--- config.mk ---
export PLATFORM = sky130hd
export DESIGN_NAME = bin2bcd_seq
export DESIGN_NICKNAME = d
export VERILOG_FILES = /design/src/rtl/bin2bcd_seq.sv
export SDC_FILE = /design/constraint.sdc
export NUM_CORES = 1
export LEC_CHECK = 0
export CAP_MARGIN = 20
export CORE_UTILIZATION = 45
export DETAILED_ROUTE_END_ITERATION = 6
export PLACE_DENSITY = 0.75
export SLEW_MARGIN = 20
export SYNTH_ARGS = -nofsm -noshare
export SYNTH_HDL_FRONTEND = slang
export SYNTH_SLANG_ARGS = --single-unit
--- constraint.sdc ---
create_clock -name clk -period 1.9 [get_ports clk]
set_input_delay 0.57 -clock clk [delete_from_list [all_inputs] [get_ports clk]]
set_output_delay 0.57 -clock clk [all_outputs]
set_load 0.05 [all_outputs]
--- src/rtl/bin2bcd_seq.sv ---
// bin2bcd_seq: sequential binary-to-BCD converter (double-dabble, one bit per cycle).
//
// Takes an unsigned binary value and produces DIGITS packed BCD nibbles for the
// per-digit 7-segment decoders. Values above 10^DIGITS-1 saturate to all nines
// and raise overflow.
//
// Optional feature: define BIN2BCD_BLANK_EN to generate registered leading-zero
// blank flags. Without it, blank is tied to zero.
//
// Ports:
//   clk       in   sole clock, rising edge
//   rst       in   synchronous active-high reset
//   start     in   request conversion of bin (sampled only when idle)
//   bin       in   [WIDTH-1:0] unsigned value, captured on the accepting edge
//   busy      out  conversion in progress
//   done      out  one-cycle pulse, results valid/updated in this cycle
//   bcd       out  [4*DIGITS-1:0] packed BCD, digit 0 in bits [3:0]
//   overflow  out  last captured value exceeded 10^DIGITS-1
//   blank     out  [DIGITS-1:0] leading-zero blank flags
module bin2bcd_seq #(
    parameter int WIDTH  = 14,
    parameter int DIGITS = 4
) (
    input  logic                clk,
    input  logic                rst,
    input  logic                start,
    input  logic [WIDTH-1:0]    bin,
    output logic                busy,
    output logic                done,
    output logic [4*DIGITS-1:0] bcd,
    output logic                overflow,
    output logic [DIGITS-1:0]   blank
);

    localparam int BW = 4 * DIGITS;
    localparam int CW = $clog2(WIDTH + 1);

    function automatic logic [31:0] pow10(input int n);
        logic [31:0] p;
        p = 32'd1;
        for (int i = 0; i < n; i++) p = p * 32'd10;
        return p;
    endfunction

    localparam logic [31:0] MAXV = pow10(DIGITS) - 32'd1;

    typedef enum logic {IDLE, SHIFT} state_t;

    state_t             state, state_nxt;
    logic [BW+WIDTH-1:0] sr, sr_nxt;    // {BCD field, binary field}
    logic [BW-1:0]      adj;
    logic [CW-1:0]      cnt;
    logic               ovf_pend;
    logic               load, last;

    // State register
    always_ff @(posedge clk) begin
        if (rst) state <= IDLE;
        else     state <= state_nxt;
    end

    // Next state and control strobes
    always_comb begin
        state_nxt = state;
        load      = 1'b0;
        last      = 1'b0;
        case (state)
            IDLE: begin
                if (start) begin
                    load      = 1'b1;
                    state_nxt = SHIFT;
                end
            end
            SHIFT: begin
                if (cnt == CW'(1)) begin
                    last      = 1'b1;
                    state_nxt = IDLE;
                end
            end
            default: state_nxt = IDLE;
        endcase
    end

    // Add-3 correction on every nibble >= 5, then shift the whole register.
    // Bits leaving the top of the BCD field only occur on overflow, where the
    // result is replaced by all nines anyway.
    always_comb begin
        adj = sr[BW+WIDTH-1:WIDTH];
        for (int i = 0; i < DIGITS; i++) begin
            if (sr[WIDTH+4*i +: 4] >= 4'd5)
                adj[4*i +: 4] = sr[WIDTH+4*i +: 4] + 4'd3;
        end
        sr_nxt = {adj, sr[WIDTH-1:0]} << 1;
    end

    assign busy = (state == SHIFT);

    // Datapath and result registers
    always_ff @(posedge clk) begin
        if (rst) begin
            sr       <= '0;
            cnt      <= '0;
            ovf_pend <= 1'b0;
            done     <= 1'b0;
            bcd      <= '0;
            overflow <= 1'b0;
        end else begin
            done <= last;
            if (load) begin
                sr       <= {{BW{1'b0}}, bin};
                cnt      <= CW'(WIDTH);
                ovf_pend <= (32'(bin) > MAXV);
            end else if (state == SHIFT) begin
                sr  <= sr_nxt;
                cnt <= cnt - CW'(1);
            end
            if (last) begin
                bcd      <= ovf_pend ? {DIGITS{4'h9}} : sr_nxt[BW+WIDTH-1:WIDTH];
                overflow <= ovf_pend;
            end
        end
    end

`ifdef BIN2BCD_BLANK_EN
    localparam logic [DIGITS-1:0] BLANK_RST = ~DIGITS'(1);

    logic [DIGITS-1:0] blank_nxt;
    logic              zero_above;

    // Digit i blanks when it and every more-significant digit are zero.
    // Digit 0 never blanks so a zero value still shows a single "0".
    always_comb begin
        blank_nxt  = '0;
        zero_above = 1'b1;
        for (int i = DIGITS - 1; i >= 1; i--) begin
            zero_above   = zero_above & (sr_nxt[WIDTH+4*i +: 4] == 4'd0);
            blank_nxt[i] = zero_above & ~ovf_pend;
        end
    end

    always_ff @(posedge clk) begin
        if (rst)       blank <= BLANK_RST;
        else if (last) blank <= blank_nxt;
    end
`else
    assign blank = '0;
`endif

endmodule

Word-level counts from Yosys, hierarchy flattened
Index checks and enable logic that the tools add are counted.
{"block": "word_totals", "ff_bits": 54, "latch_bits": 0, "ramBits": 0, "rom_bits": 0, "inputBits": 17, "wordCells": 38, "n_memories": 0}
{"block": "op_classes", "n_addsub": 5, "n_mul": 0, "n_div": 0, "order_cmp": 5, "n_eq_ne": 1, "n_shift": 0, "mux": 15, "bitwise_logic": 1, "n_reduce_logical": 2}
{"op": "$mux 14", "count": 2}
{"op": "$mux 4", "count": 5}
{"op": "$ge 4x3->1 const B", "count": 4}
{"op": "$mux 16", "count": 1}
{"op": "$gt 14x14->1 const B", "count": 1}
{"op": "$add 4x2->4 const B", "count": 3}
{"op": "$mux 1", "count": 5}
{"op": "$eq 4x1->1 const B", "count": 1}
{"op": "$sub 4x1->4 const B", "count": 1}
{"op": "$add 3x2->3 const B", "count": 1}
{"op": "$mux 3", "count": 1}
{"op": "$pmux 1 s2", "count": 1}
{"op": "$reduce_bool 2->1", "count": 1}
{"op": "$reduce_or 2->1", "count": 1}
{"op": "$not 1->1", "count": 1}

Longest topological paths before layout
Gate-level depths: netlist of run 1.
{"block": "logic_depth", "word_depth": 3, "ltp_mapped": 6}

Least setup slack after synthesis of run 1
No wires, ideal clock.
{"block": "synth_path", "kind": "register -> register", "startpoint": "reg state (netlist: busy)", "endpoint": "reg bcd[15]", "setup_ps": 79, "t_arrival_ps": 1646, "setup_slack_ps": 174, "path_stages_with_launch": 6, "path_buffers": 1, "path_cell_list": "dfxtp_1 > buf_4 > inv_2 > nor4b_4 > nor2_1 > a211oi_2"}
{"block": "synth_via", "elab_chain_len": 1}
{"item": "start: declaration", "line": "49", "source": "state_t state, state_nxt;"}
{"item": "start signal: assignment", "line": "59", "source": "else state <= state_nxt;"}
{"item": "$mux 1", "line": "67", "source": "case (state)"}
{"item": "end signal: assignment", "line": "118", "source": "bcd <= ovf_pend ? {DIGITS{4'h9}} : sr_nxt[BW+WIDTH-1:WIDTH];"}
{"item": "end: declaration", "line": "30", "source": "output logic [4*DIGITS-1:0] bcd,"}
No other way between the ends.
A chain may end at the register's enable or synchronous reset.

Final worst setup path of run 1
{"block": "layout_path", "startpoint": "reg state (netlist: busy)", "endpoint": "out busy"}
{"item": "end: declaration", "line": "28", "source": "output logic busy,"}
No word-level cell between the ends.

==> impl_metrics.xml, run 1 <==
<?xml version="1.0" encoding="UTF-8"?>
<metrics>
  <group name="detailed_routing">
    <metric name="route.vias.total" unit="">2101</metric>
    <metric name="first_pass_iters" unit="">4</metric>
    <metric name="average_routed_wire_per_standard_cell" unit="um">13.6</metric>
    <metric name="post_drt_via_cell_ratio" unit="">5.37</metric>
    <metric name="postRouteAntennaNets" unit="">0</metric>
    <metric name="totalWireLength" unit="mm">5.31</metric>
    <metric name="remaining_drc_errors" unit="">0</metric>
    <metric name="dr.first_iter.drc_count" unit="">125</metric>
  </group>
  <group name="worst_setup_path">
    <metric name="cpMaxStageDelayCell" unit="">dfxtp_2</metric>
    <metric name="critPathArrivalTime" unit="ns">1.13</metric>
    <metric name="critical_path_sink_type" unit="">primary output</metric>
    <metric name="worstPathCellList" unit="">buf_4 &gt; buf_12</metric>
    <metric name="worstPathMaxFanout" unit="">16</metric>
    <metric name="worst_path_largest_cell_delay" unit="ns">0.39</metric>
    <metric name="cp_data_required_time" unit="ns">1.33</metric>
    <metric name="critPathKind" unit="">reg2out</metric>
    <metric name="cp-start-kind" unit="">register</metric>
  </group>
  <group name="power_and_ir_drop">
    <metric name="ir_worst_vdd" unit="mV">0.519</metric>
    <metric name="power_switching_share" unit="">0.283</metric>
    <metric name="powerDensity" unit="nW/um2">733</metric>
    <metric name="relative_contribution_of_sequential_cells_to_total_power" unit="">0.547</metric>
    <metric name="power_report.internal_total" unit="uW">1600</metric>
    <metric name="netSwitchingPower" unit="uW">632</metric>
    <metric name="total_leakage_power" unit="uW">0.00116</metric>
    <metric name="part_of_the_power_in_combinational_logic" unit="">0.164</metric>
    <metric name="power.clock.fraction" unit="">0.289</metric>
    <metric name="totalPowerFinal" unit="uW">2230</metric>
  </group>
  <group name="clock_tree">
    <metric name="cts_setup_buffers" unit="">0</metric>
    <metric name="cts_htree_levels" unit="">2</metric>
    <metric name="worst_skew_pair.late_latency" unit="ns">0.31</metric>
    <metric name="cts_root_buffer" unit="">clkbuf_8</metric>
    <metric name="cts_tree" unit="">built</metric>
    <metric name="post_cts_resize_count" unit="">0</metric>
    <metric name="number_of_clock_buffers_inserted_by_tritoncts" unit="">5</metric>
    <metric name="path_clk_slew" unit="ns">0.10</metric>
    <metric name="cts.sinks" unit="">54</metric>
    <metric name="buffer_levels_on_the_longest_clock_path" unit="">2</metric>
    <metric name="ctsHoldBuffers" unit="">0</metric>
  </group>
  <group name="placement">
    <metric name="post-place-ws" unit="ns">-0.0172</metric>
    <metric name="routability_congestion_estimate" unit="">0.745</metric>
    <metric name="numPlacedInstances" unit="">383</metric>
    <metric name="port_buffers" unit="">35</metric>
    <metric name="post-dp-hpwl" unit="mm">3.86</metric>
  </group>
  <group name="synthesis">
    <metric name="synth_seq_area_share" unit="">0.427</metric>
    <metric name="ys.warnings.count" unit="">0</metric>
    <metric name="post_synth_edffs" unit="">0</metric>
    <metric name="count_leader_synth" unit="">dfxtp_1</metric>
    <metric name="netlist_area" unit="um2">2530</metric>
    <metric name="synth_common_cells" unit="">54 x dfxtp_1, 45 x nor2_1, 27 x a21oi_1, 16 x mux2i_1</metric>
    <metric name="synth_area_leaders" unit="">dfxtp_1 43%, nor2_1 6.7%, mux2i_1 6.3%</metric>
    <metric name="yosys_top_cell_area_share" unit="">0.427</metric>
    <metric name="gate_count_post_synth" unit="">284</metric>
    <metric name="synth.avg_cell_area" unit="um2">8.91</metric>
    <metric name="postSynth.topFlopCell" unit="">dfxtp_1</metric>
    <metric name="synthArstFlopShare" unit="">0</metric>
    <metric name="synth_top_cell_by_area" unit="">dfxtp_1</metric>
    <metric name="yosys_register_bits" unit="">54</metric>
    <metric name="ys_types" unit="">31</metric>
  </group>
  <group name="timing">
    <metric name="setup_ws_post_layout" unit="ns">0.197</metric>
    <metric name="period_share" unit="">0.897</metric>
    <metric name="rsz0062_at_grt" unit="">no</metric>
    <metric name="setup-violations-final" unit="">0</metric>
    <metric name="fin_skew" unit="ns">0.0127</metric>
    <metric name="finalWorstPathRequiredPeriod" unit="ns">1.70</metric>
    <metric name="timing.final.hold_violations" unit="">0</metric>
    <metric name="setup_total_negative_slack" unit="ns">0</metric>
    <metric name="maxClockFrequency" unit="GHz">0.587</metric>
    <metric name="slew_at_the_pin_closest_to_its_max_slew_limit" unit="ns">0.528</metric>
    <metric name="timing.final.max_slew_violations" unit="">0</metric>
    <metric name="max_slew_margin" unit="">0.647</metric>
  </group>
  <group name="floorplan">
    <metric name="start_util" unit="">0.480</metric>
    <metric name="die_width" unit="um">77.0</metric>
    <metric name="die-height" unit="um">77.0</metric>
    <metric name="core_area" unit="um2">5270</metric>
    <metric name="fp-row-count" unit="">26</metric>
    <metric name="top_level_ports" unit="">40</metric>
    <metric name="die_area" unit="um2">5930</metric>
  </group>
  <group name="cells_and_area">
    <metric name="layout_cell_share_with_drive_strength_beyond_1" unit="">0.171</metric>
    <metric name="areaGrowthSynthToFinish" unit="%">20.5</metric>
    <metric name="antenna_cells_inserted" unit="">0</metric>
    <metric name="finalCoreUtilization" unit="">0.579</metric>
    <metric name="nFillCells" unit="">493</metric>
    <metric name="design.final.nets" unit="">347</metric>
    <metric name="layoutNonFillerInstCount" unit="">391</metric>
  </group>
  <group name="global_route">
    <metric name="grt_first_pass_wirelength" unit="mm">9.06</metric>
    <metric name="global_route.overflow_total" unit="">0</metric>
    <metric name="grt_start_max_net_pins" unit="">39</metric>
    <metric name="track_usage" unit="">0.192</metric>
    <metric name="antenna_found_initial" unit="">0</metric>
    <metric name="first_global_vias" unit="">1929</metric>
  </group>
  <group name="min_path">
    <metric name="hp-class" unit="">reg2reg</metric>
  </group>
  <group name="flow_run">
    <metric name="max-cap-violations" unit="">0</metric>
  </group>
  <group name="status">
    <metric name="run_status" unit="">complete, no violations</metric>
  </group>
</metrics>
sequential cells by signal, indices dropped and copies added (netlist names):
name,cells
sr,30
bcd,16
busy,1
ovf_pend,1
cnt,4
overflow,1
done,1
power groups by stage:
| stage | logic [uW] | registers (uW) | clock network (uW) |
|---|---|---|---|
| 3_5_place_dp | 369 | 1250 | 0 |
| 4_1_cts | 369 | 1220 | 657 |
| 5_1_grt | 406 | 1230 | 720 |
| 2_1_floorplan | 248 | 1260 | 0 |
| 3_3_place_gp | 357 | 1250 | 0 |
| 6_report | 366 | 1220 | 646 |
critical path, delay by kind of cell, from the launching register on:
kind	cells	cell delay [ns]
buffers and inverters	2	0.43
DFF	1	0.39
final timing paths:
kind / startpoint / slack [ns] / end / cells past startpoint
worst max register to register: sr[23] / 0.22 / sr[24] / 6
worst min-delay path: bcd[13] / 0.49 / bcd[13] / 2
worst min register to register: bcd[13] / 0.49 / bcd[13] / 2
worst max-delay path: busy / 0.20 / busy / 2
final cells by class:
cell class,count,area (um2),area share
Clock buffer,5,68.8,0.0226
Clock inverter,3,21.3,0.00698
Inverter,11,41.3,0.0135
Multi-Input combinational cell,201,1320,0.432
Sequential cell,54,1080,0.355
Tap cell,70,87.6,0.0287
Timing Repair Buffer,47,430,0.141
logic make-up after synthesis:
family                     count (synthesis)  share of synthesized area
AOI/OAI and AO/OA                         64                      0.164
xor gates and xnor gates                   6                     0.0208
adders and majority gates                 10                     0.0495
buffers and inverters                     32                     0.0564
DFF                                       54                      0.427
muxes                                     20                     0.0811
other                                      1                    0.00148
and+or+nand+nor                           97                      0.199
metrics by stage:
stage	hold WS, ns	cell area [um2]
floorplan	0.454	2540
finish	0.486	3050
global placement	0.467	2960
global route	0.507	3050
CTS	0.487	3050
detailed placement	0.465	2960
cell usage in the layout, fill, tap and decap left out, types with 4 or more instances in the layout:
cell,n
nor3b_1,7
nor3_1,11
o22ai_1,7
a211oi_1,10
mux2_2,4
a21oi_1,27
clkbuf_8,5
a211oi_2,7
nand3b_1,8
xnor2_1,6
conb_1,4
buf_4,28
o21ai_1,10
ha_1,10
dfxtp_1,53
inv_1,10
clkdlybuf4s50_1,16
mux2i_1,16
nor2_1,45
nand2_1,13
nand2b_1,5
routing by layer:
layer	vias up	track usage	share of wire
li1	1057	-	-
met1	988	0.243	0.46
met2	51	0.321	0.49
met3	5	0.0512	0.042
met4	0	0.0491	0.0087
met5	-	0	0
(Power assumes the default switching activity.)
==> run 2, diff against run 1 <==
Settings changed: CORE_UTILIZATION 45 to 53, PLACE_DENSITY 0.75 to 0.85.
==> run 2 against run 1 <==
  * The run now ends with design-rule violations left
  * Flip-flop and latch count did not move
  * Global-route usage up 2.8 points
  * First-iteration DRC count up 4.0%
  * Critical path depth is the same
  * Via count fell by 1.8%
  * Register-to-register slack gained 0.02 ns
  * Final area shrank 0.45%
  * Clock-buffer cell count is 2 higher
  * Total power increased by 1.0%
  * Clock skew down 0.0045 ns
  * Wire length fell by 4.1%
  * Critical path type unchanged
  * Critical endpoint unchanged
==> impl_metrics.xml, run 2 (synthesis results as in run 1) <==
<?xml version="1.0" encoding="UTF-8"?>
<metrics>
  <group name="worst_setup_path">
    <metric name="r2r_slack" unit="ns">0.24</metric>
    <metric name="cp-start-kind" unit="">register</metric>
    <metric name="critical_path_sink_type" unit="">primary output</metric>
    <metric name="worstPathCellList" unit="">buf_4 &gt; buf_12</metric>
    <metric name="critPathKind" unit="">reg2out</metric>
    <metric name="crit_buf_inv" unit="">2</metric>
    <metric name="reg2reg_from" unit="">sr[26]</metric>
    <metric name="cpMaxStageDelayCell" unit="">dfxtp_2</metric>
    <metric name="crit_family" unit="">flip-flops</metric>
    <metric name="crit_path_start" unit="">busy</metric>
    <metric name="worst_path_largest_cell_delay" unit="ns">0.47</metric>
    <metric name="cp_data_required_time" unit="ns">1.33</metric>
    <metric name="critPathArrivalTime" unit="ns">1.19</metric>
    <metric name="worstPathMaxFanout" unit="">14</metric>
  </group>
  <group name="placement">
    <metric name="post-dp-hpwl" unit="mm">3.68</metric>
    <metric name="routability_congestion_estimate" unit="">0.820</metric>
    <metric name="port_buffers" unit="">35</metric>
  </group>
  <group name="timing">
    <metric name="finalWorstPathRequiredPeriod" unit="ns">1.76</metric>
    <metric name="slew_at_the_pin_closest_to_its_max_slew_limit" unit="ns">0.540</metric>
    <metric name="timing.final.hold_violations" unit="">0</metric>
    <metric name="rsz0062_at_grt" unit="">no</metric>
    <metric name="maxClockFrequency" unit="GHz">0.569</metric>
    <metric name="period_share" unit="">0.925</metric>
    <metric name="max_slew_margin" unit="">0.639</metric>
    <metric name="setup_total_negative_slack" unit="ns">0</metric>
    <metric name="timing.final.max_slew_violations" unit="">0</metric>
    <metric name="setup-violations-final" unit="">0</metric>
    <metric name="fin_skew" unit="ns">0.00817</metric>
    <metric name="timing.hold.ws" unit="ns">0.479</metric>
  </group>
  <group name="global_route">
    <metric name="grt_start_max_net_pins" unit="">20</metric>
    <metric name="global_route.overflow_total" unit="">0</metric>
    <metric name="track_usage" unit="">0.220</metric>
    <metric name="grt_first_pass_wirelength" unit="mm">8.58</metric>
    <metric name="antenna_found_initial" unit="">0</metric>
    <metric name="first_global_vias" unit="">1893</metric>
  </group>
  <group name="floorplan">
    <metric name="top_level_ports" unit="">40</metric>
    <metric name="start_util" unit="">0.565</metric>
    <metric name="die-height" unit="um">71.1</metric>
    <metric name="core_area" unit="um2">4470</metric>
    <metric name="die_area" unit="um2">5050</metric>
    <metric name="fp-row-count" unit="">24</metric>
    <metric name="die_width" unit="um">71.1</metric>
  </group>
  <group name="status">
    <metric name="run_status" unit="">finished with violations</metric>
    <metric name="violations" unit="">design-rule violations</metric>
  </group>
  <group name="detailed_routing">
    <metric name="first_pass_iters" unit="">6</metric>
    <metric name="totalWireLength" unit="mm">5.09</metric>
    <metric name="average_routed_wire_per_standard_cell" unit="um">13.6</metric>
    <metric name="remaining_drc_errors" unit="">8</metric>
    <metric name="dr.first_iter.drc_count" unit="">130</metric>
    <metric name="route.vias.total" unit="">2063</metric>
    <metric name="post_drt_via_cell_ratio" unit="">5.52</metric>
    <metric name="postRouteAntennaNets" unit="">0</metric>
  </group>
  <group name="power_and_ir_drop">
    <metric name="powerDensity" unit="nW/um2">744</metric>
    <metric name="totalPowerFinal" unit="uW">2260</metric>
    <metric name="power.clock.fraction" unit="">0.296</metric>
    <metric name="part_of_the_power_in_combinational_logic" unit="">0.162</metric>
    <metric name="relative_contribution_of_sequential_cells_to_total_power" unit="">0.543</metric>
    <metric name="netSwitchingPower" unit="uW">617</metric>
    <metric name="ir_worst_vdd" unit="mV">0.448</metric>
    <metric name="total_leakage_power" unit="uW">0.00117</metric>
    <metric name="power_report.internal_total" unit="uW">1640</metric>
    <metric name="power_switching_share" unit="">0.273</metric>
  </group>
  <group name="cells_and_area">
    <metric name="design.final.nets" unit="">348</metric>
    <metric name="layout_common_cells" unit="">53 x dfxtp_1, 45 x nor2_1, 29 x buf_4</metric>
    <metric name="biggestRegsByFlops" unit="">sr (30), bcd (16), cnt (4)</metric>
    <metric name="layout_cell_share_with_drive_strength_beyond_1" unit="">0.171</metric>
    <metric name="flip_flop_count_of_the_largest_register_after_layout" unit="">30</metric>
    <metric name="nFillCells" unit="">367</metric>
    <metric name="antenna_cells_inserted" unit="">0</metric>
    <metric name="areaGrowthSynthToFinish" unit="%">20.0</metric>
    <metric name="regMostFlops" unit="">sr</metric>
    <metric name="mostFrequentLayoutCell" unit="">dfxtp_1</metric>
  </group>
  <group name="clock_tree">
    <metric name="path_clk_slew" unit="ns">0.09</metric>
    <metric name="post_cts_resize_count" unit="">0</metric>
    <metric name="number_of_clock_buffers_inserted_by_tritoncts" unit="">5</metric>
    <metric name="cts_htree_levels" unit="">2</metric>
    <metric name="worst_skew_pair.late_latency" unit="ns">0.31</metric>
    <metric name="ctsHoldBuffers" unit="">0</metric>
    <metric name="cts_tree" unit="">built</metric>
    <metric name="cts.sinks" unit="">54</metric>
    <metric name="cts_setup_buffers" unit="">0</metric>
    <metric name="buffer_levels_on_the_longest_clock_path" unit="">2</metric>
    <metric name="cts_root_buffer" unit="">clkbuf_8</metric>
  </group>
  <group name="flow_run">
    <metric name="max-cap-violations" unit="">0</metric>
  </group>
  <group name="min_path">
    <metric name="hp-class" unit="">reg2reg</metric>
    <metric name="worstHoldStart" unit="">bcd[1]</metric>
  </group>
</metrics>
-- run 2: cell types whose count changed in the layout (fill, tap and decap cells not counted), sizes merged --
cell      change
clkinvlp      -1
clkbuf        +2
buf           +1
clkinv        -1
-- run 2: per-layer routing --
layer	wire length (um)	track usage	share of wire
met4	73	0.0733	0.014
met2	2420	0.380	0.48
met1	2320	0.268	0.46
met3	271	0.0541	0.053
met5	0	0	0
-- run 2: cell type report --
class | instances | area (um2) | share of cell area
Inverter | 11 | 41.3 | 0.0136
Tap cell | 52 | 65.1 | 0.0214
Timing Repair Buffer | 48 | 438 | 0.144
Clock buffer | 7 | 86.3 | 0.0284
Sequential cell | 54 | 1080 | 0.357
Multi-Input combinational cell | 201 | 1320 | 0.434
Clock inverter | 1 | 5.00 | 0.00165
-- run 2: final timing paths --
check,to,cells after the start
max,busy,2
min,bcd[1],2
max reg2reg,bcd[14],6
min reg2reg,bcd[1],2
-- run 2: metrics by stage --
step	setup WS (ns)	instances	instance area, um2	utilization
after CTS	0.126	374	3040	0.678
after global placement	0.0473	366	2940	0.658
after floorplan	0.174	287	2540	-
final	0.142	374	3040	0.678
after detailed placement	0.0212	366	2940	0.658
after global routing	0.0773	374	3040	0.678
-- run 2: worst reg2reg max path, stage by stage (launching register included) --
cell      delay [ns]
dfxtp_1         0.37
inv_1           0.11
ha_1            0.20
nand2b_1        0.07
a21oi_1         0.33
mux2_2          0.40
o21ai_1         0.13
-- run 2: power groups by stage --
stage	Combinational, uW	Clock [uW]	Sequential [uW]
after CTS	366	678	1220
after detailed placement	364	0	1250
after floorplan	248	0	1260
final	365	667	1220
after global placement	355	0	1250
after global routing	400	728	1230
